### src/rtl/pipeline_ctrl_pkg.sv
// Shared types and default widths for the pipeline stage-sequencing controller.
package pipe_ctrl_pkg;

    localparam int MASK_W_DEF = 8;
    localparam int CNT_W_DEF  = 16;
    localparam int REG_IDX_W  = 3;

    typedef enum logic {
        ST_RUN,
        ST_MULTI
    } state_t;

endpackage

### src/rtl/pipeline_ctrl_if.sv
// Event inputs and stage controls exchanged between the pipeline and its sequencer.
interface pipeline_ctrl_if
    import pipe_ctrl_pkg::*;
#(
    parameter int MASK_W = MASK_W_DEF,
    parameter int CNT_W  = CNT_W_DEF
);

    logic                 hdu_stall;
    logic                 redirect_valid;
    logic                 mem_busy;
    logic                 mult_start;
    logic [MASK_W-1:0]    mult_mask;

    logic                 pc_wr;
    logic                 pc_sel;
    logic                 fd_en;
    logic                 dr_en;
    logic                 re_en;
    logic                 em_en;
    logic                 mw_en;
    logic                 bubble_fd;
    logic                 bubble_dr;
    logic                 bubble_re;
    logic                 bubble_em;
    logic                 bubble_mw;
    logic                 mult_active;
    logic [REG_IDX_W-1:0] mult_reg;
    logic [REG_IDX_W-1:0] mult_offset;
    logic                 mult_last;
    logic [CNT_W-1:0]     stall_cycles;

    // The controller is the master: it consumes events and drives stage controls.
    modport master (
        input  hdu_stall, redirect_valid, mem_busy, mult_start, mult_mask,
        output pc_wr, pc_sel, fd_en, dr_en, re_en, em_en, mw_en,
               bubble_fd, bubble_dr, bubble_re, bubble_em, bubble_mw,
               mult_active, mult_reg, mult_offset, mult_last, stall_cycles
    );

    modport slave (
        output hdu_stall, redirect_valid, mem_busy, mult_start, mult_mask,
        input  pc_wr, pc_sel, fd_en, dr_en, re_en, em_en, mw_en,
               bubble_fd, bubble_dr, bubble_re, bubble_em, bubble_mw,
               mult_active, mult_reg, mult_offset, mult_last, stall_cycles
    );

endinterface

### src/rtl/pipeline_ctrl_mask_pick.sv
// Lowest-set-bit encoder for LM/SM micro-sequencing: index, remaining mask, last flag.
module mask_pick
    import pipe_ctrl_pkg::*;
#(
    parameter int MASK_W = MASK_W_DEF
) (
    input  logic [MASK_W-1:0]    i_mask,
    output logic [REG_IDX_W-1:0] o_idx,
    output logic [MASK_W-1:0]    o_cleared,
    output logic                 o_one
);

    // Scanning downward lets the lowest set bit overwrite any higher one.
    always_comb begin
        o_idx = '0;
        for (int i = MASK_W - 1; i >= 0; i--) begin
            if (i_mask[i]) begin
                o_idx = REG_IDX_W'(i);
            end
        end
    end

    assign o_cleared = i_mask & (i_mask - MASK_W'(1));
    assign o_one     = (i_mask != '0) && (o_cleared == '0);

endmodule

### src/rtl/pipeline_ctrl.sv
// Pipeline stage sequencer: arbitrates memory back-pressure, redirects, LM/SM and load-use stalls.
module pipeline_ctrl
    import pipe_ctrl_pkg::*;
#(
    parameter int MASK_W = MASK_W_DEF,
    parameter int CNT_W  = CNT_W_DEF
) (
    input  logic             clk,
    input  logic             rst,
    pipeline_ctrl_if.master  ctrl_bus
);

    state_t               r_state;
    logic [MASK_W-1:0]    r_mask;
    logic [REG_IDX_W-1:0] r_offset;
    logic [CNT_W-1:0]     r_stallCnt;

    logic [REG_IDX_W-1:0] w_idx;
    logic [MASK_W-1:0]    w_cleared;
    logic                 w_one;
    logic                 w_pcWr;
    logic                 w_multGo;

    mask_pick #(.MASK_W(MASK_W)) u_maskPick (
        .i_mask    (r_mask),
        .o_idx     (w_idx),
        .o_cleared (w_cleared),
        .o_one     (w_one)
    );

    assign w_multGo              = ctrl_bus.mult_start && (ctrl_bus.mult_mask != '0);
    assign ctrl_bus.pc_wr        = w_pcWr;
    assign ctrl_bus.stall_cycles = r_stallCnt;

    // Priority chain: reset drain, mem_busy, redirect, MULTI, LM/SM entry, load-use.
    always_comb begin
        w_pcWr               = 1'b1;
        ctrl_bus.pc_sel      = 1'b0;
        ctrl_bus.fd_en       = 1'b1;
        ctrl_bus.dr_en       = 1'b1;
        ctrl_bus.re_en       = 1'b1;
        ctrl_bus.em_en       = 1'b1;
        ctrl_bus.mw_en       = 1'b1;
        ctrl_bus.bubble_fd   = 1'b0;
        ctrl_bus.bubble_dr   = 1'b0;
        ctrl_bus.bubble_re   = 1'b0;
        ctrl_bus.bubble_em   = 1'b0;
        ctrl_bus.bubble_mw   = 1'b0;
        ctrl_bus.mult_active = 1'b0;
        ctrl_bus.mult_reg    = '0;
        ctrl_bus.mult_offset = '0;
        ctrl_bus.mult_last   = 1'b0;
        if (!rst) begin
            w_pcWr             = 1'b0;
            ctrl_bus.bubble_fd = 1'b1;
            ctrl_bus.bubble_dr = 1'b1;
            ctrl_bus.bubble_re = 1'b1;
            ctrl_bus.bubble_em = 1'b1;
            ctrl_bus.bubble_mw = 1'b1;
        end else if (ctrl_bus.mem_busy) begin
            w_pcWr             = 1'b0;
            ctrl_bus.fd_en     = 1'b0;
            ctrl_bus.dr_en     = 1'b0;
            ctrl_bus.re_en     = 1'b0;
            ctrl_bus.em_en     = 1'b0;
            ctrl_bus.bubble_mw = 1'b1;
        end else if (ctrl_bus.redirect_valid) begin
            ctrl_bus.pc_sel    = 1'b1;
            ctrl_bus.bubble_fd = 1'b1;
            ctrl_bus.bubble_dr = 1'b1;
            ctrl_bus.bubble_re = 1'b1;
        end else if (r_state == ST_MULTI) begin
            w_pcWr               = 1'b0;
            ctrl_bus.fd_en       = 1'b0;
            ctrl_bus.dr_en       = 1'b0;
            ctrl_bus.mult_active = 1'b1;
            ctrl_bus.mult_reg    = w_idx;
            ctrl_bus.mult_offset = r_offset;
            ctrl_bus.mult_last   = w_one;
        end else if (w_multGo || ctrl_bus.hdu_stall) begin
            w_pcWr             = 1'b0;
            ctrl_bus.fd_en     = 1'b0;
            ctrl_bus.dr_en     = 1'b0;
            ctrl_bus.bubble_re = 1'b1;
        end
    end

    always_ff @(posedge clk) begin
        if (!rst) begin
            r_state    <= ST_RUN;
            r_mask     <= '0;
            r_offset   <= '0;
            r_stallCnt <= '0;
        end else begin
            if (!w_pcWr && (r_stallCnt != '1)) begin
                r_stallCnt <= r_stallCnt + CNT_W'(1);
            end
            if (ctrl_bus.mem_busy) begin
                r_state  <= r_state;
            end else if (ctrl_bus.redirect_valid) begin
                r_state  <= ST_RUN;
                r_mask   <= '0;
                r_offset <= '0;
            end else if (r_state == ST_MULTI) begin
                r_mask   <= w_cleared;
                r_offset <= w_one ? '0 : r_offset + REG_IDX_W'(1);
                if (w_one) begin
                    r_state <= ST_RUN;
                end
            end else if (w_multGo) begin
                r_state  <= ST_MULTI;
                r_mask   <= ctrl_bus.mult_mask;
                r_offset <= '0;
            end
        end
    end

endmodule

### src/flat_wrapper.sv
// flat-port wrapper written by rule: the top's interface ports become plain ports
module pipeline_ctrl_flat import pipe_ctrl_pkg::*;
#(
    parameter int MASK_W = MASK_W_DEF,
    parameter int CNT_W  = CNT_W_DEF
)
  (clk, rst, ctrl_bus_hdu_stall, ctrl_bus_redirect_valid, ctrl_bus_mem_busy, ctrl_bus_mult_start, ctrl_bus_mult_mask, ctrl_bus_pc_wr, ctrl_bus_pc_sel, ctrl_bus_fd_en, ctrl_bus_dr_en, ctrl_bus_re_en, ctrl_bus_em_en, ctrl_bus_mw_en, ctrl_bus_bubble_fd, ctrl_bus_bubble_dr, ctrl_bus_bubble_re, ctrl_bus_bubble_em, ctrl_bus_bubble_mw, ctrl_bus_mult_active, ctrl_bus_mult_reg, ctrl_bus_mult_offset, ctrl_bus_mult_last, ctrl_bus_stall_cycles);
  pipeline_ctrl_if #(.MASK_W(MASK_W), .CNT_W(CNT_W)) ctrl_bus_i ();
  input  logic clk;
  input  logic rst;
  input wire logic [$bits(ctrl_bus_i.hdu_stall)-1:0] ctrl_bus_hdu_stall;
  input wire logic [$bits(ctrl_bus_i.redirect_valid)-1:0] ctrl_bus_redirect_valid;
  input wire logic [$bits(ctrl_bus_i.mem_busy)-1:0] ctrl_bus_mem_busy;
  input wire logic [$bits(ctrl_bus_i.mult_start)-1:0] ctrl_bus_mult_start;
  input wire logic [$bits(ctrl_bus_i.mult_mask)-1:0] ctrl_bus_mult_mask;
  output wire logic [$bits(ctrl_bus_i.pc_wr)-1:0] ctrl_bus_pc_wr;
  output wire logic [$bits(ctrl_bus_i.pc_sel)-1:0] ctrl_bus_pc_sel;
  output wire logic [$bits(ctrl_bus_i.fd_en)-1:0] ctrl_bus_fd_en;
  output wire logic [$bits(ctrl_bus_i.dr_en)-1:0] ctrl_bus_dr_en;
  output wire logic [$bits(ctrl_bus_i.re_en)-1:0] ctrl_bus_re_en;
  output wire logic [$bits(ctrl_bus_i.em_en)-1:0] ctrl_bus_em_en;
  output wire logic [$bits(ctrl_bus_i.mw_en)-1:0] ctrl_bus_mw_en;
  output wire logic [$bits(ctrl_bus_i.bubble_fd)-1:0] ctrl_bus_bubble_fd;
  output wire logic [$bits(ctrl_bus_i.bubble_dr)-1:0] ctrl_bus_bubble_dr;
  output wire logic [$bits(ctrl_bus_i.bubble_re)-1:0] ctrl_bus_bubble_re;
  output wire logic [$bits(ctrl_bus_i.bubble_em)-1:0] ctrl_bus_bubble_em;
  output wire logic [$bits(ctrl_bus_i.bubble_mw)-1:0] ctrl_bus_bubble_mw;
  output wire logic [$bits(ctrl_bus_i.mult_active)-1:0] ctrl_bus_mult_active;
  output wire logic [$bits(ctrl_bus_i.mult_reg)-1:0] ctrl_bus_mult_reg;
  output wire logic [$bits(ctrl_bus_i.mult_offset)-1:0] ctrl_bus_mult_offset;
  output wire logic [$bits(ctrl_bus_i.mult_last)-1:0] ctrl_bus_mult_last;
  output wire logic [$bits(ctrl_bus_i.stall_cycles)-1:0] ctrl_bus_stall_cycles;
  assign ctrl_bus_i.hdu_stall = ctrl_bus_hdu_stall;
  assign ctrl_bus_i.redirect_valid = ctrl_bus_redirect_valid;
  assign ctrl_bus_i.mem_busy = ctrl_bus_mem_busy;
  assign ctrl_bus_i.mult_start = ctrl_bus_mult_start;
  assign ctrl_bus_i.mult_mask = ctrl_bus_mult_mask;
  assign ctrl_bus_pc_wr = ctrl_bus_i.pc_wr;
  assign ctrl_bus_pc_sel = ctrl_bus_i.pc_sel;
  assign ctrl_bus_fd_en = ctrl_bus_i.fd_en;
  assign ctrl_bus_dr_en = ctrl_bus_i.dr_en;
  assign ctrl_bus_re_en = ctrl_bus_i.re_en;
  assign ctrl_bus_em_en = ctrl_bus_i.em_en;
  assign ctrl_bus_mw_en = ctrl_bus_i.mw_en;
  assign ctrl_bus_bubble_fd = ctrl_bus_i.bubble_fd;
  assign ctrl_bus_bubble_dr = ctrl_bus_i.bubble_dr;
  assign ctrl_bus_bubble_re = ctrl_bus_i.bubble_re;
  assign ctrl_bus_bubble_em = ctrl_bus_i.bubble_em;
  assign ctrl_bus_bubble_mw = ctrl_bus_i.bubble_mw;
  assign ctrl_bus_mult_active = ctrl_bus_i.mult_active;
  assign ctrl_bus_mult_reg = ctrl_bus_i.mult_reg;
  assign ctrl_bus_mult_offset = ctrl_bus_i.mult_offset;
  assign ctrl_bus_mult_last = ctrl_bus_i.mult_last;
  assign ctrl_bus_stall_cycles = ctrl_bus_i.stall_cycles;
  pipeline_ctrl #(.MASK_W(MASK_W), .CNT_W(CNT_W)) u_core (.clk(clk), .rst(rst), .ctrl_bus(ctrl_bus_i));
endmodule
### config.mk
export PLATFORM = sky130hd
export DESIGN_NAME = pipeline_ctrl_flat
export DESIGN_NICKNAME = d
export VERILOG_FILES = /design/src/rtl/pipeline_ctrl_pkg.sv /design/src/rtl/pipeline_ctrl_if.sv /design/src/rtl/pipeline_ctrl_mask_pick.sv /design/src/rtl/pipeline_ctrl.sv /design/src/flat_wrapper.sv
export SDC_FILE = /design/constraint.sdc
export NUM_CORES = 1
export LEC_CHECK = 0
export ABC_AREA = 1
export CELL_PAD_IN_SITES_DETAIL_PLACEMENT = 1
export CELL_PAD_IN_SITES_GLOBAL_PLACEMENT = 1
export CORE_ASPECT_RATIO = 0.5
export CORE_MARGIN = 2
export CORE_UTILIZATION = 36
export CTS_CLUSTER_DIAMETER = 80
export CTS_CLUSTER_SIZE = 24
export DETAILED_ROUTE_END_ITERATION = 10
export PLACE_DENSITY_LB_ADDON = 0.3
export SLEW_MARGIN = 30
export SYNTH_ARGS = -nofsm -noshare
export SYNTH_HDL_FRONTEND = slang
export SYNTH_HIERARCHICAL = 1
export SYNTH_SLANG_ARGS = --single-unit
### constraint.sdc
create_clock -name clk -period 3.3 [get_ports clk]
set_clock_uncertainty 0.1 [all_clocks]
set_input_delay 0.33 -clock clk [delete_from_list [all_inputs] [get_ports clk]]
set_output_delay 0.33 -clock clk [all_outputs]
set_load 0.02 [all_outputs]
# Yosys cells after proc, flatten, opt, wreduce, memory -nomap -nowiden
# Index checks and enable logic that the tools add are counted.
totals:
  in_bits: 14
  ram_bits: 0
  latch_bits: 0
  register_bits: 28
  word_cells: 75
  mem_count: 0
  mem_bits_ro: 0
  out_inout_bits: 36
classes:
  n_reduce_logical: 10
  n_mul: 0
  div_mod_pow: 0
  add_sub_neg: 3
  mux: 55
  eq_ne: 1
  shifts: 0
  bitwise: 2
  n_lt_le_gt_ge: 0
op_table:
  columns: ["operator", "count"]
  rows:
  - ["$mux 3", 20]
  - ["$mux 1", 32]
  - ["$mux 8", 3]
  - ["$add 16x1->16 const B", 1]
  - ["$ne 16x16->1 const B", 1]
  - ["$reduce_bool 8->1", 2]
  - ["$and 8x8->8", 1]
  - ["$logic_not 8->1", 1]
  - ["$sub 8x1->8 const B", 1]
  - ["$add 3x1->3 const B", 1]
  - ["$logic_and 1x1->1", 3]
  - ["$reduce_bool 3->1", 1]
  - ["$reduce_and 2->1", 1]
  - ["$logic_not 1->1", 1]
  - ["$logic_or 1x1->1", 1]
  - ["$not 1->1", 1]

# Depth between registers and ports, before layout
# Gate-level depths: netlist (run 1).
logic_depth:
  depth_word: 12
  mapped_depth: 11
  ltp_nobuf: 11

# By module
# The synthesis (run 1) kept the hierarchy.
modules_own_cells:
  columns: ["mod", "n_inst", "cells_each", "area_each_um2", "seq_area_each_um2"]
  rows:
  - ["pipeline_ctrl", 1, 245, 1676.6, 560.5]
  - ["mask_pick", 1, 48, 217.7, 0.0]

# Worst setup path before layout (run 1)
# Ideal clock, no wire load.
synth_path:
  path_kind: "input-to-output"
  from: "input port rst"
  to: "output port ctrl_bus_mult_last"
  path_slack_ps: 1252
  n_path_buf: 1
  path_stages: 7
  required_time_ps: 2870
  t_arrival_ps: 1618
  cell_sequence: "buf_2 > inv_1 > nor2_1 > inv_1 > nor2_1 > inv_1 > nor2_1"
synth_between:
  elab_chain_cells: 1
synth_rtl:
  columns: ["element", "line_no", "source"]
  rows:
  - ["start, declared", "flat_wrapper.sv:10", "input logic rst;"]
  - ["$mux 1", "pipeline_ctrl.sv:53", "if (!rst) begin"]
  - ["end, declared", "flat_wrapper.sv:31", "output wire logic [$bits(ctrl_bus_i.mult_last)-1:0] ctrl_bus_mult_last;"]
# No other way between the ends.

# Worst setup path after layout (run 1)
layout_path:
  from: "input port ctrl_bus_mult_mask[5]"
  to: "output port ctrl_bus_fd_en"
layout_between:
  elab_chain_cells: 8
layout_rtl:
  columns: ["element", "line_no", "source"]
  rows:
  - ["start, declared", "flat_wrapper.sv:15", "input wire logic [$bits(ctrl_bus_i.mult_mask)-1:0] ctrl_bus_mult_mask;"]
  - ["$reduce_bool 8->1", "pipeline_ctrl.sv:31", "assign w_multGo = ctrl_bus.mult_start && (ctrl_bus.mult_mask != '0);"]
  - ["$logic_and 1x1->1", "pipeline_ctrl.sv:31", null]
  - ["$logic_or 1x1->1", "pipeline_ctrl.sv:80", "end else if (w_multGo || ctrl_bus.hdu_stall) begin"]
  - ["$mux 1", "pipeline_ctrl.sv:80", null]
  - ["$mux 1", "pipeline_ctrl.sv:72", "end else if (r_state == ST_MULTI) begin"]
  - ["$mux 1", "pipeline_ctrl.sv:67", "end else if (ctrl_bus.redirect_valid) begin"]
  - ["$mux 1", "pipeline_ctrl.sv:60", "end else if (ctrl_bus.mem_busy) begin"]
  - ["$mux 1", "pipeline_ctrl.sv:53", null]
  - ["end, declared", "flat_wrapper.sv:18", "output wire logic [$bits(ctrl_bus_i.fd_en)-1:0] ctrl_bus_fd_en;"]
# No other way between the ends.

==> results.ini, run 1 <==
[outcome]
outcome = completed

[die]
row_count = 18
die_h_um = 55.30
start_util = 0.3789
io-pin-count = 50
dieArea_um2 = 5894
die_x_um = 106.6
coreArea_um2 = 5000

[clock_tree]
numCtsBuffers = 3
cts_root_buf = clkbuf_8
ctsResizeCount = 0
cts.reportedPaths.clkPinSlew_ns = 0.10
cts.sinks = 28
cts-htree-levels = 1
clk_path_buf_depth = 2
clock_latency_ns = 0.28
cts_hold_buf = 0
cts_tree = yes
cts_setup_buffers = 0

[critical_path]
worst-setup-path-type = input pin to output pin
cpMostUsedCell = nand2_1
cp_slowest_stage_delay_ns = 0.61
reg2reg_depth = 10
arrival_ns = 2.36
cp_max_fo = 8
end_kind = output pin
worst-path-stages = 9
crit_required_ns = 2.87
crit_chain = clkdlybuf4s50_1 -> nor2_1 -> nand2_1 -> o21ai_2 -> nand2_1 -> nand2_1 -> nand2_1 -> nand2_1 -> clkdlybuf4s50_1
path_delay_family = buffers and inverters
slowest_stage = clkdlybuf4s50_1
crit_buf_inv = 2
cp-start-kind = input pin

[cells_and_area]
final_cell_mix = nand2_1 (59), clkdlybuf4s50_1 (48), inv_1 (41)
final_cell_area_um2 = 2475
drive_gt1_frac = 0.08309
utilization = 0.4950
diodes = 0
layout_commonest_cell = nand2_1
stdcell_count = 407
num-nets-final = 354
area_growth_pct = 30.65
fillers = 683

[power]
vdd_drop_max_uv = 176.2
power.density_nw_per_um2 = 333.3
p_leak_nw = 1.042

[global_routing]
grt_max_degree = 20
gr-usage-all-layers = 0.1922
grt_overflow = 0
grt_pass1_wl_um = 9335
antenna_found_initial = 0
grt_pass1_vias = 2023

[logic_synthesis]
avgSynthCellArea_um2 = 6.465
yosysWarnings = 6
syn_inst = 293
yosysSeqAreaShare = 0.2959
synthesis.nets = 309
netlist_area_um2 = 1894
ys_types = 31
synth-seq-cells = 28

[sta]
rsz0062_at_grt = false
hold_viol_final = 0
fin_hold_ws_ns = 0.3902
period_share = 0.8455
layout_min_cycle_time_ns = 2.790
final-max-slew-violation-count = 0
finalSetupViolCount = 0
max_freq_mhz = 358.4
setup-tns-final_ns = 0

[place]
place_area_um2 = 2404
dp.cells = 403
port_buffers = 48
dpl.hpwl_um = 4053
gp_congestion = 0.8270

[drt]
initialDrtViolationCount = 51
wl_per_cell_um = 13.38
vias = 1980
first_pass_iters = 4
drc = 0
wl_um = 5444
ant_nets = 0
avgViaCountPerCell = 4.865

[min_path]
hold_depth = 2
hold_class = flop to flop

[flow_run]
drv_cap = 0

through the flow:
step | setup WS [ns] | total power (W)
4_1_cts | 0.5327 | 0.0008345
5_1_grt | 0.3778 | 0.0008715
3_3_place_gp | 0.6612 | 0.0005499
3_5_place_dp | 0.6375 | 0.0005557
2_1_floorplan | 1.252 | 0.0004912
6_report | 0.5099 | 0.0008249
kinds of logic after synthesis:
kind of cell,Yosys count,share of synthesized area
flip-flops,28,0.2959
other,2,0.003964
AND/OR/NAND/NOR,145,0.3580
AO/OA/AOI/OAI,54,0.1618
adder cells (fa/ha/maj),2,0.01321
buffers and inverters,54,0.1301
XOR/XNOR,8,0.03698
cells in the mapped netlist, drive strengths merged:
cell / number / area (um2)
a22oi: 8 / 60.06
dfxtp: 28 / 560.5
inv: 42 / 157.7
nand4: 3 / 18.77
nor3b: 1 / 7.510
nand2: 64 / 267.8
ha: 2 / 25.02
nor2: 46 / 216.5
a21oi: 28 / 147.6
conb: 2 / 7.510
buf: 10 / 81.32
a31oi: 1 / 6.260
clkbuf: 2 / 7.510
xor2: 4 / 35.03
xnor2: 4 / 35.03
nor3: 5 / 25.02
nand3: 25 / 135.1
nand3b: 1 / 7.510
o21ai: 17 / 92.59
sequential cells by signal, summed over array words and instances, names as in the netlist:
| name | flops |
|---|---|
| u_core/r_mask | 8 |
| u_core/r_state | 1 |
| u_core/ctrl_bus.stall_cycles | 16 |
| u_core/r_offset | 3 |
worst reg2reg max path, cell delays in order, from the launching register on:
cell	delay [ns]
dfxtp_1	0.42
ha_1	0.22
nand3_2	0.13
nor2_4	0.20
nand2_4	0.10
nor2_8	0.11
nand2_4	0.15
nand2_4	0.21
inv_1	0.09
nor2_1	0.10
nor2_1	0.05
layer usage:
layer,global-route usage,vias to the layer above,wire [um]
li1,-,1022,-
met1,0.2514,931,2670
met2,0.3376,25,2609
met3,0.03424,2,136
met4,0.03154,0,27
met5,0,-,0
path summary, 6_finish.rpt:
kind | slack, ns | startpoint | to
max reg2reg | 1.33 | u_core/ctrl_bus.stall_cycles[0]$_SDFFE_PN0P_ | u_core/ctrl_bus.stall_cycles[1]$_SDFFE_PN0P_
max | 0.51 | ctrl_bus_mult_mask[5] | ctrl_bus_fd_en
min | 0.39 | u_core/ctrl_bus.stall_cycles[14]$_SDFFE_PN0P_ | u_core/ctrl_bus.stall_cycles[14]$_SDFFE_PN0P_
min reg2reg | 0.39 | u_core/ctrl_bus.stall_cycles[14]$_SDFFE_PN0P_ | u_core/ctrl_bus.stall_cycles[14]$_SDFFE_PN0P_
power by group:
group	internal (W)	total (W)	switching (W)	leakage (nW)
registers	0.000351	0.000368	0.0000164	0.228
logic	0.0000742	0.000181	0.000107	0.778
clock network	0.000163	0.000276	0.000114	0.0357
layout make-up:
| type | instances | area [um2] | share of cell area |
|---|---|---|---|
| multi-input cells | 211 | 1087 | 0.4393 |
| inverters | 42 | 157.7 | 0.06370 |
| clock inverters | 1 | 30.03 | 0.01213 |
| clock buffers | 3 | 41.29 | 0.01668 |
| well taps | 70 | 87.58 | 0.03539 |
| repair buffers | 52 | 510.5 | 0.2063 |
| flip-flops and latches | 28 | 560.5 | 0.2265 |
Note: power is estimated with default switching activity, not from simulation.
==> inputs of run 2 (changes only) <==
CORE_UTILIZATION = 33   (was 36)
clock period = 2.6 ns   (was 3.3 ns; I/O delays follow)
==> run 2 against run 1 <==
- critical path depth is 2 lower
- largest cell class unchanged
- clock power increased by 70%
- critical endpoint is now ctrl_bus_mult_reg[1]
- highest routed layer unchanged
- core utilization shrank 3.4 points
- setup slack worse by 0.33 ns
- sequential power increased by 27%
- non-clock buffer count increased by 4
- via count rose by 2.6%
- wire length is 2.7% higher
- largest power group is now the clock network
==> results.ini, run 2 (synthesis results as in run 1) <==
[outcome]
outcome = completed

[global_routing]
grt_pass1_wl_um = 9190  ; -1.6%
grt_pass1_vias = 1943  ; -4.0%
grt_max_degree = 20  ; unchanged
gr-usage-all-layers = 0.1768  ; -0.01537
antenna_found_initial = 0  ; unchanged
grt_overflow = 0  ; unchanged

[sta]
layout_min_cycle_time_ns = 2.421
period_share = 0.9311
rsz0062_at_grt = false
final-max-slew-violation-count = 0  ; unchanged
setup-tns-final_ns = 0  ; unchanged
max_freq_mhz = 413.1
finalSetupViolCount = 0  ; unchanged
fin_hold_ws_ns = 0.3872  ; -0.002946 ns
max_slew_margin = 0.6664
worst_slew_pin_slew_ns = 0.4966
hold_viol_final = 0  ; unchanged

[cells_and_area]
fillers = 734  ; +7.5%
final_cell_area_um2 = 2545  ; +2.8%
utilization = 0.4614  ; -0.03356
layout_commonest_cell = nand2_1
diodes = 0  ; unchanged
largest_reg_flops = 16  ; unchanged
drive_gt1_frac = 0.09384  ; +0.01076
num-nets-final = 358  ; +1.1%
final_cell_mix = nand2_1 (59), clkdlybuf4s50_1 (47), inv_1 (41)
area_growth_pct = 34.35

[min_path]
hold_path_end = u_core/ctrl_bus.stall_cycles[14]$_SDFFE_PN0P_
hold_class = flop to flop
hold_depth = 2  ; unchanged
holdCritStartpoint = u_core/ctrl_bus.stall_cycles[14]$_SDFFE_PN0P_

[clock_tree]
clock_latency_ns = 0.26  ; -0.02 ns
cts_tree = yes
cts_hold_buf = 0  ; unchanged
cts.reportedPaths.clkPinSlew_ns = 0.08  ; -0.02 ns
cts_setup_buffers = 0  ; unchanged
cts-htree-levels = 1  ; unchanged
clk_path_buf_depth = 2  ; unchanged
cts.sinks = 28  ; unchanged
cts_root_buf = clkbuf_16
numCtsBuffers = 3  ; unchanged

[place]
place_area_um2 = 2437  ; +1.4%
port_buffers = 48  ; unchanged
dpl.hpwl_um = 4279  ; +5.6%
gp_congestion = 0.8525  ; +3.1%

[die]
dieArea_um2 = 6399  ; +8.6%
die_x_um = 111.2  ; +4.3%
coreArea_um2 = 5515  ; +10%
start_util = 0.3435  ; -0.03541
io-pin-count = 50  ; unchanged
row_count = 19  ; +1
die_h_um = 57.58  ; +4.1%

[critical_path]
path_delay_family = buffers and inverters
reg2reg_from = u_core/ctrl_bus.stall_cycles[0]$_SDFFE_PN0P_
crit_chain = clkdlybuf4s50_1 -> nor2_2 -> inv_1 -> nor2_1 -> inv_1 -> nor2_1 -> clkdlybuf4s50_1
crit_buf_inv = 4  ; +2
crit_required_ns = 2.24  ; -0.63 ns
cp_slowest_stage_delay_ns = 0.62  ; about the same
worst-setup-path-type = input pin to output pin
worstReg2RegEnd = u_core/ctrl_bus.stall_cycles[1]$_SDFFE_PN0P_
slowest_stage = clkdlybuf4s50_1
cp-start-kind = input pin
rrSetupSlack_ns = 0.66  ; -0.67 ns
cp-startpoint = ctrl_bus_redirect_valid
reg2reg_depth = 10  ; unchanged
arrival_ns = 2.06  ; -0.30 ns
cp_max_fo = 7  ; -1
end_kind = output pin

[drt]
avgViaCountPerCell = 4.906  ; +0.84%
initialDrtViolationCount = 65  ; +27%
vias = 2031  ; +2.6%
ant_nets = 0  ; unchanged
first_pass_iters = 4  ; unchanged
wl_per_cell_um = 13.50  ; +0.95%
wl_um = 5590  ; +2.7%
drc = 0  ; unchanged

[power]
p_leak_nw = 1.096  ; +5.2%
vdd_drop_max_uv = 327.6  ; +86%
power.density_nw_per_um2 = 461.2  ; +38%
power.total_w = 0.001174  ; +42%

[flow_run]
drv_cap = 0  ; unchanged

[run 2: layout make-up]
cell class                      count  area (um2)  share of cell area
Tap cell                           73       91.34             0.03589
Multi-Input combinational cell    211        1087              0.4272
Sequential cell                    28       560.5              0.2203
Inverter                           42       157.7             0.06195
Clock buffer                        3       75.07             0.02950
Clock inverter                      1       30.03             0.01180
Timing Repair Buffer               56       543.0              0.2134
[run 2: worst max path at each step]
stage	cells past startpoint	slack, ns	endpoint
after global placement	7	0.18	ctrl_bus_mult_reg[1]
after detailed placement	7	0.15	ctrl_bus_mult_reg[1]
after floorplan	7	0.69	ctrl_bus_mult_last
final	7	0.18	ctrl_bus_mult_reg[1]
after global routing	7	0.03	ctrl_bus_mult_reg[1]
after CTS	8	0.08	ctrl_bus_mult_last
[run 2: through the flow]
| stage | setup slack, ns | cells |
|---|---|---|
| 2_1_floorplan | 0.6923 | 293 |
| 3_3_place_gp | 0.1811 | 410 |
| 3_5_place_dp | 0.1511 | 410 |
| 4_1_cts | 0.08124 | 414 |
| 5_1_grt | 0.03081 | 414 |
| 6_report | 0.1791 | 414 |
[run 2: what timing repair did]
action,in CTS,in global routing
resized for setup,0,1
hold endpoints to repair,0,0
setup endpoints to repair,0,1
[run 2: worst register-to-register path, delay by kind of cell, from the launching register on]
kind / cells / cell delay (ns)
flip-flops: 1 / 0.42
AND/OR/NAND/NOR: 8 / 1.02
adder cells (fa/ha/maj): 1 / 0.22
buffers and inverters: 1 / 0.08
[run 2: power breakdown]
| group | total (W) | leakage (nW) | internal [W] | switching, W |
|---|---|---|---|---|
| Combinational | 0.000238 | 0.817 | 0.0000985 | 0.000139 |
| Clock | 0.000470 | 0.0511 | 0.000307 | 0.000162 |
| Sequential | 0.000466 | 0.228 | 0.000446 | 0.0000206 |
| Total | 0.00117 | 1.10 | 0.000851 | 0.000322 |
[run 2: per-layer routing]
layer	share of wire	wire length, um	GRT usage	vias up
met2	0.50	2808	0.3330	30
met3	0.024	136	0.02976	4
met4	0.0068	38	0.03527	0
li1	-	-	-	1028
met5	0	0	0	-
met1	0.47	2607	0.2184	969
